--- src/rtl/seq_divider.sv ---
// rtl/seq_divider.sv - multi-cycle radix-2 restoring divider for RISC-V DIV/DIVU/REM/REMU
//
// Optional build macro: SEQ_DIVIDER_FAST_SPECIAL_EN
//   When defined, divide-by-zero and signed-overflow operations skip CALC
//   and complete two cycles after start. Results are the same in both builds.
//
// Ports:
//   clk_i       in   1      clock, rising edge
//   reset_i     in   1      synchronous active-low reset
//   start_i     in   1      launch request, sampled only in IDLE
//   kill_i      in   1      flush; aborts the operation in flight
//   op_i        in   2      00 DIV, 01 DIVU, 10 REM, 11 REMU
//   dividend_i  in   WIDTH  numerator, captured on accepted start
//   divisor_i   in   WIDTH  denominator, captured on accepted start
//   busy_o      out  1      operation in flight
//   done_o      out  1      one-cycle pulse, result_o valid
//   result_o    out  WIDTH  quotient or remainder, held until next result
module seq_divider #(
   parameter int WIDTH = 32,
   parameter int CNT_W = $clog2(WIDTH) + 1
) (
   input  logic             clk_i,
   input  logic             reset_i,
   input  logic             start_i,
   input  logic             kill_i,
   input  logic [1:0]       op_i,
   input  logic [WIDTH-1:0] dividend_i,
   input  logic [WIDTH-1:0] divisor_i,
   output logic             busy_o,
   output logic             done_o,
   output logic [WIDTH-1:0] result_o
);

   typedef enum logic [1:0] {
      S_IDLE = 2'd0,
      S_CALC = 2'd1,
      S_FIX  = 2'd2
   } state_t;

   localparam logic [WIDTH-1:0] MOST_NEG = {1'b1, {(WIDTH-1){1'b0}}};

   state_t           state;
   logic [CNT_W-1:0] count;
   logic [WIDTH-1:0] rem;
   logic [WIDTH-1:0] quo;
   logic [WIDTH-1:0] divisor_q;
   logic [WIDTH-1:0] dividend_q;
   logic             is_rem;
   logic             neg_quo;
   logic             neg_rem;
   logic             div_zero;
   logic             sig_ovf;

   // Operand decode at the start boundary
   logic             in_signed;
   logic             dvd_neg;
   logic             dsr_neg;
   logic [WIDTH-1:0] dvd_abs;
   logic [WIDTH-1:0] dsr_abs;
   logic             start_zero;
   logic             start_ovf;

   always_comb begin
      in_signed  = ~op_i[0];
      dvd_neg    = in_signed & dividend_i[WIDTH-1];
      dsr_neg    = in_signed & divisor_i[WIDTH-1];
      // -MOST_NEG wraps to itself, which read unsigned is exactly 2^(WIDTH-1)
      dvd_abs    = dvd_neg ? -dividend_i : dividend_i;
      dsr_abs    = dsr_neg ? -divisor_i : divisor_i;
      start_zero = (divisor_i == '0);
      start_ovf  = in_signed && (dividend_i == MOST_NEG) && (divisor_i == '1);
   end

   // One restoring step: rem stays below the divisor, so the shifted value
   // and the signed difference both fit in WIDTH+1 bits.
   logic [WIDTH:0] rem_shift;
   logic [WIDTH:0] trial;

   always_comb begin
      rem_shift = {rem, quo[WIDTH-1]};
      trial     = rem_shift - {1'b0, divisor_q};
   end

   // Sign correction and special-case override applied in FIX
   logic [WIDTH-1:0] quo_fix;
   logic [WIDTH-1:0] rem_fix;
   logic [WIDTH-1:0] result_next;

   always_comb begin
      quo_fix = neg_quo ? -quo : quo;
      rem_fix = neg_rem ? -rem : rem;
      if (div_zero) begin
         quo_fix = '1;
         rem_fix = dividend_q;
      end else if (sig_ovf) begin
         quo_fix = dividend_q;
         rem_fix = '0;
      end
      result_next = is_rem ? rem_fix : quo_fix;
   end

   always_ff @(posedge clk_i) begin
      if (!reset_i) begin
         state      <= S_IDLE;
         count      <= '0;
         rem        <= '0;
         quo        <= '0;
         divisor_q  <= '0;
         dividend_q <= '0;
         is_rem     <= 1'b0;
         neg_quo    <= 1'b0;
         neg_rem    <= 1'b0;
         div_zero   <= 1'b0;
         sig_ovf    <= 1'b0;
         busy_o     <= 1'b0;
         done_o     <= 1'b0;
         result_o   <= '0;
      end else begin
         done_o <= 1'b0;
         case (state)
            S_IDLE: begin
               // kill has priority over a simultaneous start
               if (start_i && !kill_i) begin
                  is_rem     <= op_i[1];
                  neg_quo    <= dvd_neg ^ dsr_neg;
                  neg_rem    <= dvd_neg;
                  div_zero   <= start_zero;
                  sig_ovf    <= start_ovf;
                  dividend_q <= dividend_i;
                  divisor_q  <= dsr_abs;
                  quo        <= dvd_abs;
                  rem        <= '0;
                  count      <= CNT_W'(WIDTH);
                  busy_o     <= 1'b1;
`ifdef SEQ_DIVIDER_FAST_SPECIAL_EN
                  state      <= (start_zero || start_ovf) ? S_FIX : S_CALC;
`else
                  state      <= S_CALC;
`endif
               end
            end
            S_CALC: begin
               if (kill_i) begin
                  busy_o <= 1'b0;
                  state  <= S_IDLE;
               end else begin
                  if (!trial[WIDTH]) begin
                     rem <= trial[WIDTH-1:0];
                     quo <= {quo[WIDTH-2:0], 1'b1};
                  end else begin
                     rem <= rem_shift[WIDTH-1:0];
                     quo <= {quo[WIDTH-2:0], 1'b0};
                  end
                  count <= count - 1'b1;
                  if (count == CNT_W'(1)) begin
                     state <= S_FIX;
                  end
               end
            end
            S_FIX: begin
               busy_o <= 1'b0;
               state  <= S_IDLE;
               if (!kill_i) begin
                  result_o <= result_next;
                  done_o   <= 1'b1;
               end
            end
            default: begin
               busy_o <= 1'b0;
               state  <= S_IDLE;
            end
         endcase
      end
   end

endmodule

--- config.mk ---
export PLATFORM = sky130hd
export DESIGN_NAME = seq_divider
export DESIGN_NICKNAME = d
export VERILOG_FILES = /design/src/rtl/seq_divider.sv
export SDC_FILE = /design/constraint.sdc
export NUM_CORES = 1
export LEC_CHECK = 0
export BUFFER_PORTS_ARGS = -buffer_cell sky130_fd_sc_hd__buf_4
export CORE_MARGIN = 4
export CORE_UTILIZATION = 43
export CTS_BUF_LIST = sky130_fd_sc_hd__clkbuf_4
export CTS_CLUSTER_SIZE = 8
export DETAILED_ROUTE_END_ITERATION = 10
export PLACE_DENSITY = 0.72
export SLEW_MARGIN = 40
export SYNTH_ARGS = -nofsm -noshare
export SYNTH_HDL_FRONTEND = slang
export SYNTH_SLANG_ARGS = --single-unit
--- constraint.sdc ---
create_clock -name clk_i -period 3.2 [get_ports clk_i]
set_input_delay 0.64 -clock clk_i [delete_from_list [all_inputs] [get_ports clk_i]]
set_output_delay 0.64 -clock clk_i [all_outputs]
set_load 0.01 [all_outputs]
# Word-level counts from Yosys, hierarchy flattened
# Index checks and enable logic that the tools add are counted.
# totals
reg_bits	175
elab_cells	75
# op_classes
n_reduce_logical	13
eq_ne	9
n_bitwise	5
muxes	28
add_sub_neg	6
# ops
operator	count
2-to-1 mux 32 bit	14
negation 32 bit	4
one-hot mux 32 bit (2 select lines)	2
== test 32 bit, second input constant	2
subtractor 33 x 32 -> 33 bit	1
zero test 32 bit	1
2-to-1 mux 6 bit	2
one-hot mux 6 bit (2 select lines)	1
AND reduction 2 bit	5
== test 6 x 1 -> 1 bit, second input constant	1
2-to-1 mux 2 bit	3
!= test 2 bit, second input constant	3
subtractor 6 x 1 -> 6 bit, second input constant	1
2-to-1 mux 1 bit	4
one-hot mux 2 bit (2 select lines)	1
logical AND 1 bit	3
!= test 3 bit, second input constant	1
AND reduction 3 bit	1
bitwise AND 1 bit	2
== test 2 x 1 -> 1 bit, second input constant	1
== test 2 bit, second input constant	1
zero test 2 bit	1
NOT 1 bit	2
one-hot mux 1 bit (2 select lines)	1
other kinds (3)	3

# Logic depth before layout (Yosys ltp)
# Gate-level depths: netlist of the first run.
# logic_depth
ltp_word	5
depth_mapped	13
ltp_nobuf	12

# Worst setup path after synthesis of the first run
# OpenSTA, ideal clock, no wires.
# synth_path
path_type	flip-flop to flip-flop
from	reg quo[31]
to	reg rem[10]
setup_ns	0.128
path_stages_with_launch	14
arrival_time_ns	2.785
slack_ns	0.286
synth_period_minus_slack_ns	2.914
cell_sequence	dfxtp_1 > inv_1 > ha_1 > fa_1 > nor2b_1 > o31ai_1 > a211o_1 > a21boi_1 > nor3_1 > nor4b_1 > buf_2 > buf_2 > mux2i_1 > o21ai_0
# synth_between
elab_chain_len	4
# synth_rtl
item	line	source
from (decl)	45	logic [WIDTH-1:0] quo;
from (signal assigned)	131	quo <= dvd_abs;
from (signal assigned)	149	quo <= {quo[WIDTH-2:0], 1'b1};
from (signal assigned)	152	quo <= {quo[WIDTH-2:0], 1'b0};
subtractor 33 x 32 -> 33 bit	81	trial = rem_shift - {1'b0, divisor_q};
2-to-1 mux 32 bit	147	if (!trial[WIDTH]) begin
2-to-1 mux 32 bit	143	if (kill_i) begin
one-hot mux 32 bit (2 select lines)	120	case (state)
to (signal assigned)	148	rem <= trial[WIDTH-1:0];
to (signal assigned)	151	rem <= rem_shift[WIDTH-1:0];
to (decl)	44	logic [WIDTH-1:0] rem;
# No other way between the ends. The select of a mux whose other input is x is not followed.
# A chain may end at the register's enable or synchronous reset.

# Worst setup path after layout of the first run
# layout_path
from	reg quo[31]
to	reg rem[31]
# Same word-level chain as after synthesis.

==> results.sh, run 1 <==
export IMPL_grt_util_all_layers_pct=24.4
export IMPL_yosys_cell_count_top_type="nand2_1"
export IMPL_hold_class="input port to flip-flop"
export IMPL_seqPwrFrac_pct=47.9
export IMPL_path_clk_slew_ns=0.15
export IMPL_hold_buffers=0
export IMPL_finalHoldViolations=0
export IMPL_die_y_um=174
export IMPL_synth_edff_count=0
export IMPL_viasPerCell=5.98
export IMPL_post_route_drc_count=0
export IMPL_worst_slew_pin_slew_ns=0.790
export IMPL_ys_seq_area_share_pct=29.6
export IMPL_fin_tns_setup_ns=0
export IMPL_dr_first_iter_drc_count=1246
export IMPL_period_minus_slack_ns=3.07
export IMPL_power_density_mw_per_mm2=364
export IMPL_worstReg2RegStart="quo[31]"
export IMPL_power_leakage_nw=5.23
export IMPL_status="finished, final reports clean"
export IMPL_yosys_cell_types_count=71
export IMPL_portBuffers=103
export IMPL_crit_type="flip-flop to flip-flop"
export IMPL_antenna_found_initial=1
export IMPL_switching_share_pct=33.2
export IMPL_fmax_mhz=326
export IMPL_yosys_warnings=0
export IMPL_yosys_register_bits=175
export IMPL_cts_inserted_buffers=17
export IMPL_setup_viol=0
export IMPL_cp_data_arrival_time_ns=3.58
export IMPL_die_w_um=174
export IMPL_grt_max_degree=98
export IMPL_worst_slack_ns=0.128
export IMPL_clkSinkCount=175
export IMPL_ys_flop_type="dfxtp_1"
export IMPL_final_max_slew_violation_count=0
export IMPL_avgRoutedWirePerCell_um=18.9
export IMPL_cp_max_fo=29
export IMPL_min_period_over_period_pct=96.0
export IMPL_dp_hpwl_um=28600
export IMPL_yosys_area_top_type_share_pct=29.6
export IMPL_synth_area_mm2=0.0118
export IMPL_clock_latency_ns=0.62
export IMPL_p_clk_share_pct=29.6
export IMPL_drive_above_1_share_pct=13.2
export IMPL_initial_core_util_pct=43.8
export IMPL_seq_area_mm2=0.00351
export IMPL_grt_pass1_vias=11200
export IMPL_hp_start="kill_i"
export IMPL_synth_nets=1692
export IMPL_endpoint_kind="flip-flop"
export IMPL_synth_area_top_cells="dfxtp_1 30%, nand2_1 6.7%, a21oi_1 6.2%"
export IMPL_grt_pass1_wl_um=60700
export IMPL_intPower_mw=3.28
export IMPL_via_count=12000
export IMPL_multi_input_area_mm2=0.00781
export IMPL_drt_total_wl_um=38000
export IMPL_cts_buffer_depth=2
export IMPL_rows=60
export IMPL_comb_power_share_pct=22.5
export IMPL_design_core_area_mm2=0.0270
export IMPL_dieArea_mm2=0.0303
export IMPL_dr_pass1_iters=10
export IMPL_ys_top_cells_by_count="210 x nand2_1, 175 x dfxtp_1, 152 x nor2_1, 147 x a21oi_1, 116 x o21ai_0"
export IMPL_gp_congestion=0.940
export IMPL_syn2layout_area_growth_pct=14.1
export IMPL_ir_worst_vdd_v=0.000242
export IMPL_clockRootBuffer="clkbuf_4"
export IMPL_ctsHtreeMaxLevel=4
export IMPL_ant_nets=0
export IMPL_fin_skew_ns=0.0334
export IMPL_synth_top_cell_by_area="dfxtp_1"
export IMPL_drv_cap=0
export IMPL_p_switching_mw=1.63
export IMPL_grt_overflow=0
export IMPL_place_ws_ns=0.0285
export IMPL_avgSynthCellArea_um2=7.49
export IMPL_cp_required_ns=3.71
export IMPL_cts_tree="done"
export IMPL_startpoint_type="flip-flop"
export IMPL_fill_cells=2667
export IMPL_nNetsFinal=1766
export IMPL_postSynth_asyncResetShare_pct=0
export IMPL_netlist_instances=1582
export IMPL_io_pins=104
export IMPL_max_slew_margin_rel_pct=47.3
export IMPL_startpoint="quo[31]"
[worst paths after layout]
| kind | to | slack (ns) | depth (start not counted) |
|---|---|---|---|
| worst max-delay path | rem[31] | 0.13 | 13 |
| worst min register to register | divisor_q[15] | 0.47 | 2 |
| worst max register to register | rem[31] | 0.13 | 13 |
| worst min-delay path | state[0] | 0.26 | 2 |
[through the flow]
step	utilization, %	std cells	hold slack (ns)	power, mW	instance area [µm²]
floorplan	-	1582	0.432	3.09	11800
global placement	48.6	1977	0.446	3.46	13100
detailed placement	48.6	1977	0.454	3.47	13100
CTS	49.8	2008	0.217	4.91	13500
global route	50.0	2010	0.215	5.16	13500
finish	50.0	2010	0.255	4.92	13500
[layout make-up]
type,count,area share (%)
inverters,57,1.59
clock inverters,14,1.43
repair buffers,154,9.11
well taps,341,3.16
multi-input cells,1251,57.8
flip-flops and latches,175,25.9
clock buffers,17,0.944
diodes,1,0.0185
[power by group through the flow]
| stage | combinational (mW) | sequential (mW) | clock, mW |
|---|---|---|---|
| 2_1_floorplan | 0.728 | 2.37 | 0 |
| 3_3_place_gp | 1.06 | 2.39 | 0 |
| 3_5_place_dp | 1.08 | 2.40 | 0 |
| 4_1_cts | 1.08 | 2.35 | 1.48 |
| 5_1_grt | 1.22 | 2.37 | 1.58 |
| 6_report | 1.10 | 2.35 | 1.46 |
[sequential cells by signal, summed over array words and instances, names as in the netlist]
signal      flops
dividend_q     32
divisor_q      32
quo            32
rem            32
result_o       32
count           6
state           2
busy_o          1
div_zero        1
done_o          1
is_rem          1
neg_quo         1
neg_rem         1
sig_ovf         1
[cells in the final DEF, fill, tap and decap left out, types with 10 or more instances in the layout]
cell type	n
nand2b_1	18
dfxtp_1	173
nor3_1	32
a21o_1	20
nor2_1	146
o22ai_1	11
or3_1	21
a31oi_1	18
nand3_1	26
o21ai_0	116
nand4_1	16
a21oi_1	146
a211oi_1	43
o31ai_1	26
inv_1	56
mux2i_1	38
clkbuf_4	17
xnor2_1	80
o41ai_1	16
nand2_1	210
ha_1	38
a22oi_1	10
nor4_1	11
buf_4	149
xor2_1	61
[critical path, stage by stage (launching register included)]
cell	delay, ns
dfxtp_2	0.35
inv_1	0.07
ha_2	0.21
fa_2	0.37
nor2b_4	0.13
o31ai_2	0.08
a211o_1	0.37
a21boi_2	0.18
buf_4	0.13
o2111ai_1	0.10
nor4b_2	0.18
bufbuf_16	0.32
and2_1	0.18
a221o_1	0.29
[metal layers]
| metal | up-vias | GRT usage [%] | wire [µm] |
|---|---|---|---|
| met5 | - | 0 | 0 |
| met4 | 0 | 6.43 | 835 |
| met3 | 65 | 3.72 | 2600 |
| met2 | 473 | 39.5 | 17600 |
| met1 | 5652 | 33.9 | 17000 |
| li1 | 5839 | - | - |
[timing repair]
item                                   4_1_cts  5_1_grt
setup buffers                                0        1
endpoints found under the hold margin        0        0
setup endpoints to repair                    0       34
resized for setup                            0       11
[cells by family after synthesis]
group / share of synthesized area (%)
simple gates: 20.9
compound gates: 26.5
flops: 29.6
buf+inv: 5.02
xor+xnor: 10.4
fa+ha+maj: 4.29
mux: 3.31
Note: power is estimated with default switching activity, not from simulation.
==> inputs of run 2 (changes only) <==
- clock period: 3.2 -> 3.3 ns (I/O delays scaled with it)
==> run 2 against run 1 <==
- non-clock buffer count down 9
- global-route usage fell by 0.081 points
- routed wire length decreased by 0.38%
- maximum frequency shrank 2.9%
- clock skew grew 0.0082 ns
- count of clock-buffer cells in the layout rose by 1
- register-to-register slack barely moved
- clock power is 12% lower
- first-iteration DRC count fell by 7.8%
- largest power group unchanged
==> results.sh, run 2 (synthesized netlist as in run 1, its figures left out) <==
export IMPL_status="finished, final reports clean"
export IMPL_cp_slowest_cell="fa_1"
export IMPL_rrSetupSlack_ns=0.14
export IMPL_cts_buffer_depth=2
export IMPL_fin_skew_ns=0.0415
export IMPL_power_leakage_nw=5.16
export IMPL_path_clk_slew_ns=0.15
export IMPL_crit_chain="inv_1, ha_1, fa_1, nor2b_1, o31ai_1, a211o_1, a21boi_2, o2111ai_1, nor4b_2, buf_4, buf_12, and2_1, a221o_1"
export IMPL_grt_pass1_vias=11200
export IMPL_syn2layout_area_growth_pct=12.8
export IMPL_hold_class="input port to flip-flop"
export IMPL_worst_slack_ns=0.137
export IMPL_place_ws_ns=0.0903
export IMPL_fmax_mhz=316
export IMPL_hold_slack_ns=0.253
export IMPL_cp_required_ns=3.80
export IMPL_startpoint_type="flip-flop"
export IMPL_gp_congestion=0.936
export IMPL_finalHoldViolations=0
export IMPL_final_max_slew_violation_count=0
export IMPL_clkSinkCount=175
export IMPL_max_slew_margin_rel_pct=44.0
export IMPL_post_route_drc_count=0
export IMPL_design_core_area_mm2=0.0270
export IMPL_endpoint_kind="flip-flop"
export IMPL_initial_core_util_pct=43.8
export IMPL_cpPeakStageDelay_ns=0.41
export IMPL_dr_first_iter_drc_count=1149
export IMPL_crit_family="compound AO/OA/AOI/OAI gates"
export IMPL_dieArea_mm2=0.0303
export IMPL_dr_pass1_iters=7
export IMPL_final_common_cell="nand2_1"
export IMPL_worst_slew_pin_slew_ns=0.840
export IMPL_avgRoutedWirePerCell_um=18.9
export IMPL_cts_inserted_buffers=17
export IMPL_power_density_mw_per_mm2=346
export IMPL_ctsHtreeMaxLevel=4
export IMPL_grt_util_all_layers_pct=24.3
export IMPL_clockRootBuffer="clkbuf_4"
export IMPL_grt_overflow=0
export IMPL_die_w_um=174
export IMPL_via_count=12100
export IMPL_crit_type="flip-flop to flip-flop"
export IMPL_finalPower_mw=4.63
export IMPL_hold_buffers=0
export IMPL_dpl_cell_area_mm2=0.0131
export IMPL_dp_hpwl_um=28500
export IMPL_drive_above_1_share_pct=12.3
export IMPL_rows=60
export IMPL_grt_max_degree=96
export IMPL_met1_usage_pct=33.9
export IMPL_grt_met2_usage_pct=38.7
export IMPL_ant_nets=0
export IMPL_drv_cap=0
export IMPL_grt_pass1_wl_um=60400
export IMPL_mostFrequentLayoutCells="210 x nand2_1, 175 x dfxtp_1, 148 x nor2_1"
export IMPL_ir_worst_vdd_v=0.000194
export IMPL_die_y_um=174
export IMPL_cp_max_fo=36
export IMPL_busiest_layer="met2"
export IMPL_met3_usage_pct=3.24
export IMPL_min_period_over_period_pct=95.8
export IMPL_clock_latency_ns=0.61
export IMPL_viasPerCell=6.03
export IMPL_cts_tree="done"
export IMPL_nNetsFinal=1757
export IMPL_cp_data_arrival_time_ns=3.66
export IMPL_portBuffers=103
export IMPL_antenna_found_initial=1
export IMPL_setup_viol=0
export IMPL_fin_area_mm2=0.0134
export IMPL_drt_total_wl_um=37800
export IMPL_io_pins=104
export IMPL_crit_buf_inv=3
export IMPL_period_minus_slack_ns=3.16
-- run 2: worst reg2reg max path: cells and delay by family, from the launching register on --
kind | cells | cell delay [ns]
and+or+nand+nor | 3 | 0.56
AOI/OAI and AO/OA | 5 | 1.11
buffers and inverters | 3 | 0.42
adders and majority gates | 2 | 0.64
DFF | 1 | 0.36
-- run 2: final cells by class --
type / count / area [µm²]
inverters: 57 / 215
fillers: 2710 / 13700
multi-input cells: 1251 / 7790
well taps: 341 / 427
clock inverters: 14 / 148
clock buffers: 18 / 135
flip-flops and latches: 175 / 3500
repair buffers: 145 / 1140
diodes: 1 / 2.50
-- run 2: report_power, final --
group          total [mW]  switching, mW  internal (mW)
Clock                1.29          0.870          0.416
Sequential           2.28         0.0858           2.20
Combinational        1.06          0.635          0.425
Total                4.63           1.59           3.04
-- run 2: per-stage QoR --
| stage | utilization, % | std cells | setup TNS (ns) |
|---|---|---|---|
| 2_1_floorplan | - | 1582 | 0 |
| 3_3_place_gp | 48.3 | 1968 | 0 |
| 3_5_place_dp | 48.3 | 1968 | 0 |
| 4_1_cts | 49.3 | 2000 | 0 |
| 5_1_grt | 49.4 | 2002 | -0.00600 |
| 6_report | 49.4 | 2002 | 0 |
-- run 2: path summary, 6_finish.rpt --
| check | start | endpoint | cells after the start |
|---|---|---|---|
| setup reg to reg | quo[31] | rem[31] | 13 |
| setup / recovery | quo[31] | rem[31] | 13 |
| hold reg to reg | divisor_q[31] | divisor_q[31] | 2 |
| hold / removal | kill_i | state[0] | 2 |
-- run 2: repair_timing --
action	CTS	global route
gates resized for setup	0	3
buffers inserted	0	1
setup endpoints to repair	0	32
-- run 2: metal layers --
metal  vias to the layer above  routed length, µm
met4                         0               1140
met3                        66               2690
met5                         -                  0
met2                       479              17200
met1                      5694              16800
li1                       5827                  -
==> inputs of run 3 (changes only) <==
- CORE_UTILIZATION: 43 -> 50
- PLACE_DENSITY: 0.72 -> 0.8
==> run 3 against run 2 <==
- worst hold slack improved by 0.010 ns
- combinational power about the same
- first-iteration DRC count rose by 33%
- routed wire length shrank 2.9%
- global-route usage grew 3.2 points
- sequential power about the same
- worst setup slack better by 0.014 ns
==> results.sh, run 3 (synthesized netlist as in run 1, its figures left out) <==
export IMPL_power_density_mw_per_mm2=342
export IMPL_switching_share_pct=35.1
export IMPL_finalHoldViolations=0
export IMPL_min_to="state[0]"
export IMPL_clkSinkCount=175
export IMPL_clockRootBuffer="clkbuf_4"
export IMPL_design_core_area_mm2=0.0234
export IMPL_cp_data_arrival_time_ns=3.66
export IMPL_utilization_pct=56.9
export IMPL_cp_max_fo=28
export IMPL_via_count=12100
export IMPL_dp_cells=1946
export IMPL_worstReg2RegStart="quo[31]"
export IMPL_rrSetupSlack_ns=0.15
export IMPL_viasPerCell=6.12
export IMPL_grt_max_degree=96
export IMPL_maxUsedRoutingLayer="met4"
export IMPL_wl_met2_um=16200
export IMPL_mostFrequentLayoutCells="210 x nand2_1, 175 x dfxtp_1, 148 x nor2_1"
export IMPL_io_pins=104
export IMPL_power_leakage_nw=5.13
export IMPL_die_w_um=162
export IMPL_drt_total_wl_um=36700
export IMPL_dr_pass1_iters=6
export IMPL_setup_viol=0
export IMPL_rows=56
export IMPL_dr_first_iter_drc_count=1533
export IMPL_fill_cells=2236
export IMPL_post_route_drc_count=0
export IMPL_fin_tns_setup_ns=0
export IMPL_drv_cap=0
export IMPL_endpoint_kind="flip-flop"
export IMPL_final_common_cell="nand2_1"
export IMPL_startpoint_type="flip-flop"
export IMPL_reg2regPathDepth=13
export IMPL_worst_slew_pin_slew_ns=0.785
export IMPL_syn2layout_area_growth_pct=12.3
export IMPL_clock_latency_ns=0.61
export IMPL_multi_input_area_mm2=0.00778
export IMPL_ctsHtreeMaxLevel=4
export IMPL_avgRoutedWirePerCell_um=18.5
export IMPL_grt_util_all_layers_pct=27.5
export IMPL_hold_path_depth=2
export IMPL_initial_core_util_pct=50.6
export IMPL_dieArea_mm2=0.0262
export IMPL_worst_slack_ns=0.152
export IMPL_status="finished, final reports clean"
export IMPL_ant_nets=0
export IMPL_hold_class="input port to flip-flop"
export IMPL_grt_pass1_wl_um=58900
export IMPL_hp_start="kill_i"
export IMPL_place_ws_ns=0.126
export IMPL_fin_skew_ns=0.0402
export IMPL_p_clk_share_pct=26.7
export IMPL_ir_worst_vdd_v=0.000258
export IMPL_die_y_um=162
export IMPL_min_period_over_period_pct=95.4
export IMPL_fmax_mhz=318
export IMPL_hold_buffers=0
export IMPL_intPower_mw=2.95
export IMPL_seq_area_mm2=0.00350
export IMPL_cts_buffer_depth=2
export IMPL_max_slew_margin_rel_pct=47.7
export IMPL_dp_hpwl_um=27700
export IMPL_r2r_end="rem[31]"
export IMPL_crit_type="flip-flop to flip-flop"
export IMPL_drive_above_1_share_pct=12.1
export IMPL_p_switching_mw=1.60
export IMPL_nNetsFinal=1757
export IMPL_fin_cells=1980
export IMPL_final_max_slew_violation_count=0
export IMPL_cts_inserted_buffers=17
export IMPL_grt_overflow=0
export IMPL_path_clk_slew_ns=0.16
export IMPL_cp_required_ns=3.81
export IMPL_routed_wl_met3_um=2810
export IMPL_portBuffers=103
export IMPL_wl_met1_um=16300
export IMPL_seqPwrFrac_pct=50.1
export IMPL_period_minus_slack_ns=3.15
export IMPL_antenna_found_initial=1
export IMPL_cts_tree="done"
export IMPL_grt_pass1_vias=11100
export IMPL_comb_power_share_pct=23.2
export IMPL_gp_congestion=0.968
run 3: final cells by class:
type	instances	area share (%)
antenna	1	0.0188
clock buffer	17	0.959
clock inverter	15	1.15
inverter	57	1.62
multi-input combinational	1251	58.5
sequential	175	26.3
tap	319	3.00
timing repair buffer	145	8.46
run 3: power groups by stage:
stage / logic, mW / registers (mW) / clock network, mW
final: 1.06 / 2.28 / 1.21
after global routing: 1.16 / 2.29 / 1.31
after CTS: 1.04 / 2.28 / 1.23
after detailed placement: 1.03 / 2.32 / 0
after global placement: 1.01 / 2.32 / 0
after floorplan: 0.706 / 2.29 / 0
run 3: how the worst max path moves through the flow:
| stage | start | end |
|---|---|---|
| global placement | quo[31] | rem[27] |
| finish | quo[31] | rem[31] |
| global route | quo[31] | rem[6] |
| CTS | quo[31] | rem[6] |
| floorplan | quo[31] | rem[10] |
| detailed placement | quo[31] | rem[27] |
run 3: routing by layer:
metal	up-vias	global-route usage [%]
li1	5821	-
met1	5737	38.5
met2	476	42.1
met3	89	4.85
met4	0	10.9
met5	-	0
run 3: critical path, stage by stage, from the launching register on:
cell and delay (ns):
dfxtp_1 0.35, inv_1 0.08, ha_1 0.23, fa_1 0.40, nor2b_1 0.21, o31ai_1 0.13, a211o_1 0.33, a21boi_2 0.23
o2111ai_1 0.13, nor4b_2 0.17, buf_4 0.16, buf_12 0.17, and2_1 0.18, a221o_1 0.29
run 3: metrics by stage:
stage               power (mW)  hold WS, ns  area [µm²]
finish                    4.55        0.264       13300
global route              4.77        0.250       13300
CTS                       4.55        0.241       13300
detailed placement        3.35        0.448       13000
global placement          3.33        0.446       13000
floorplan                 3.00        0.432       11800
run 3: repair_timing:
item / CTS / global route
endpoints found under the setup margin: 0 / 32
gates resized for setup: 0 / 1
setup buffers: 0 / 1
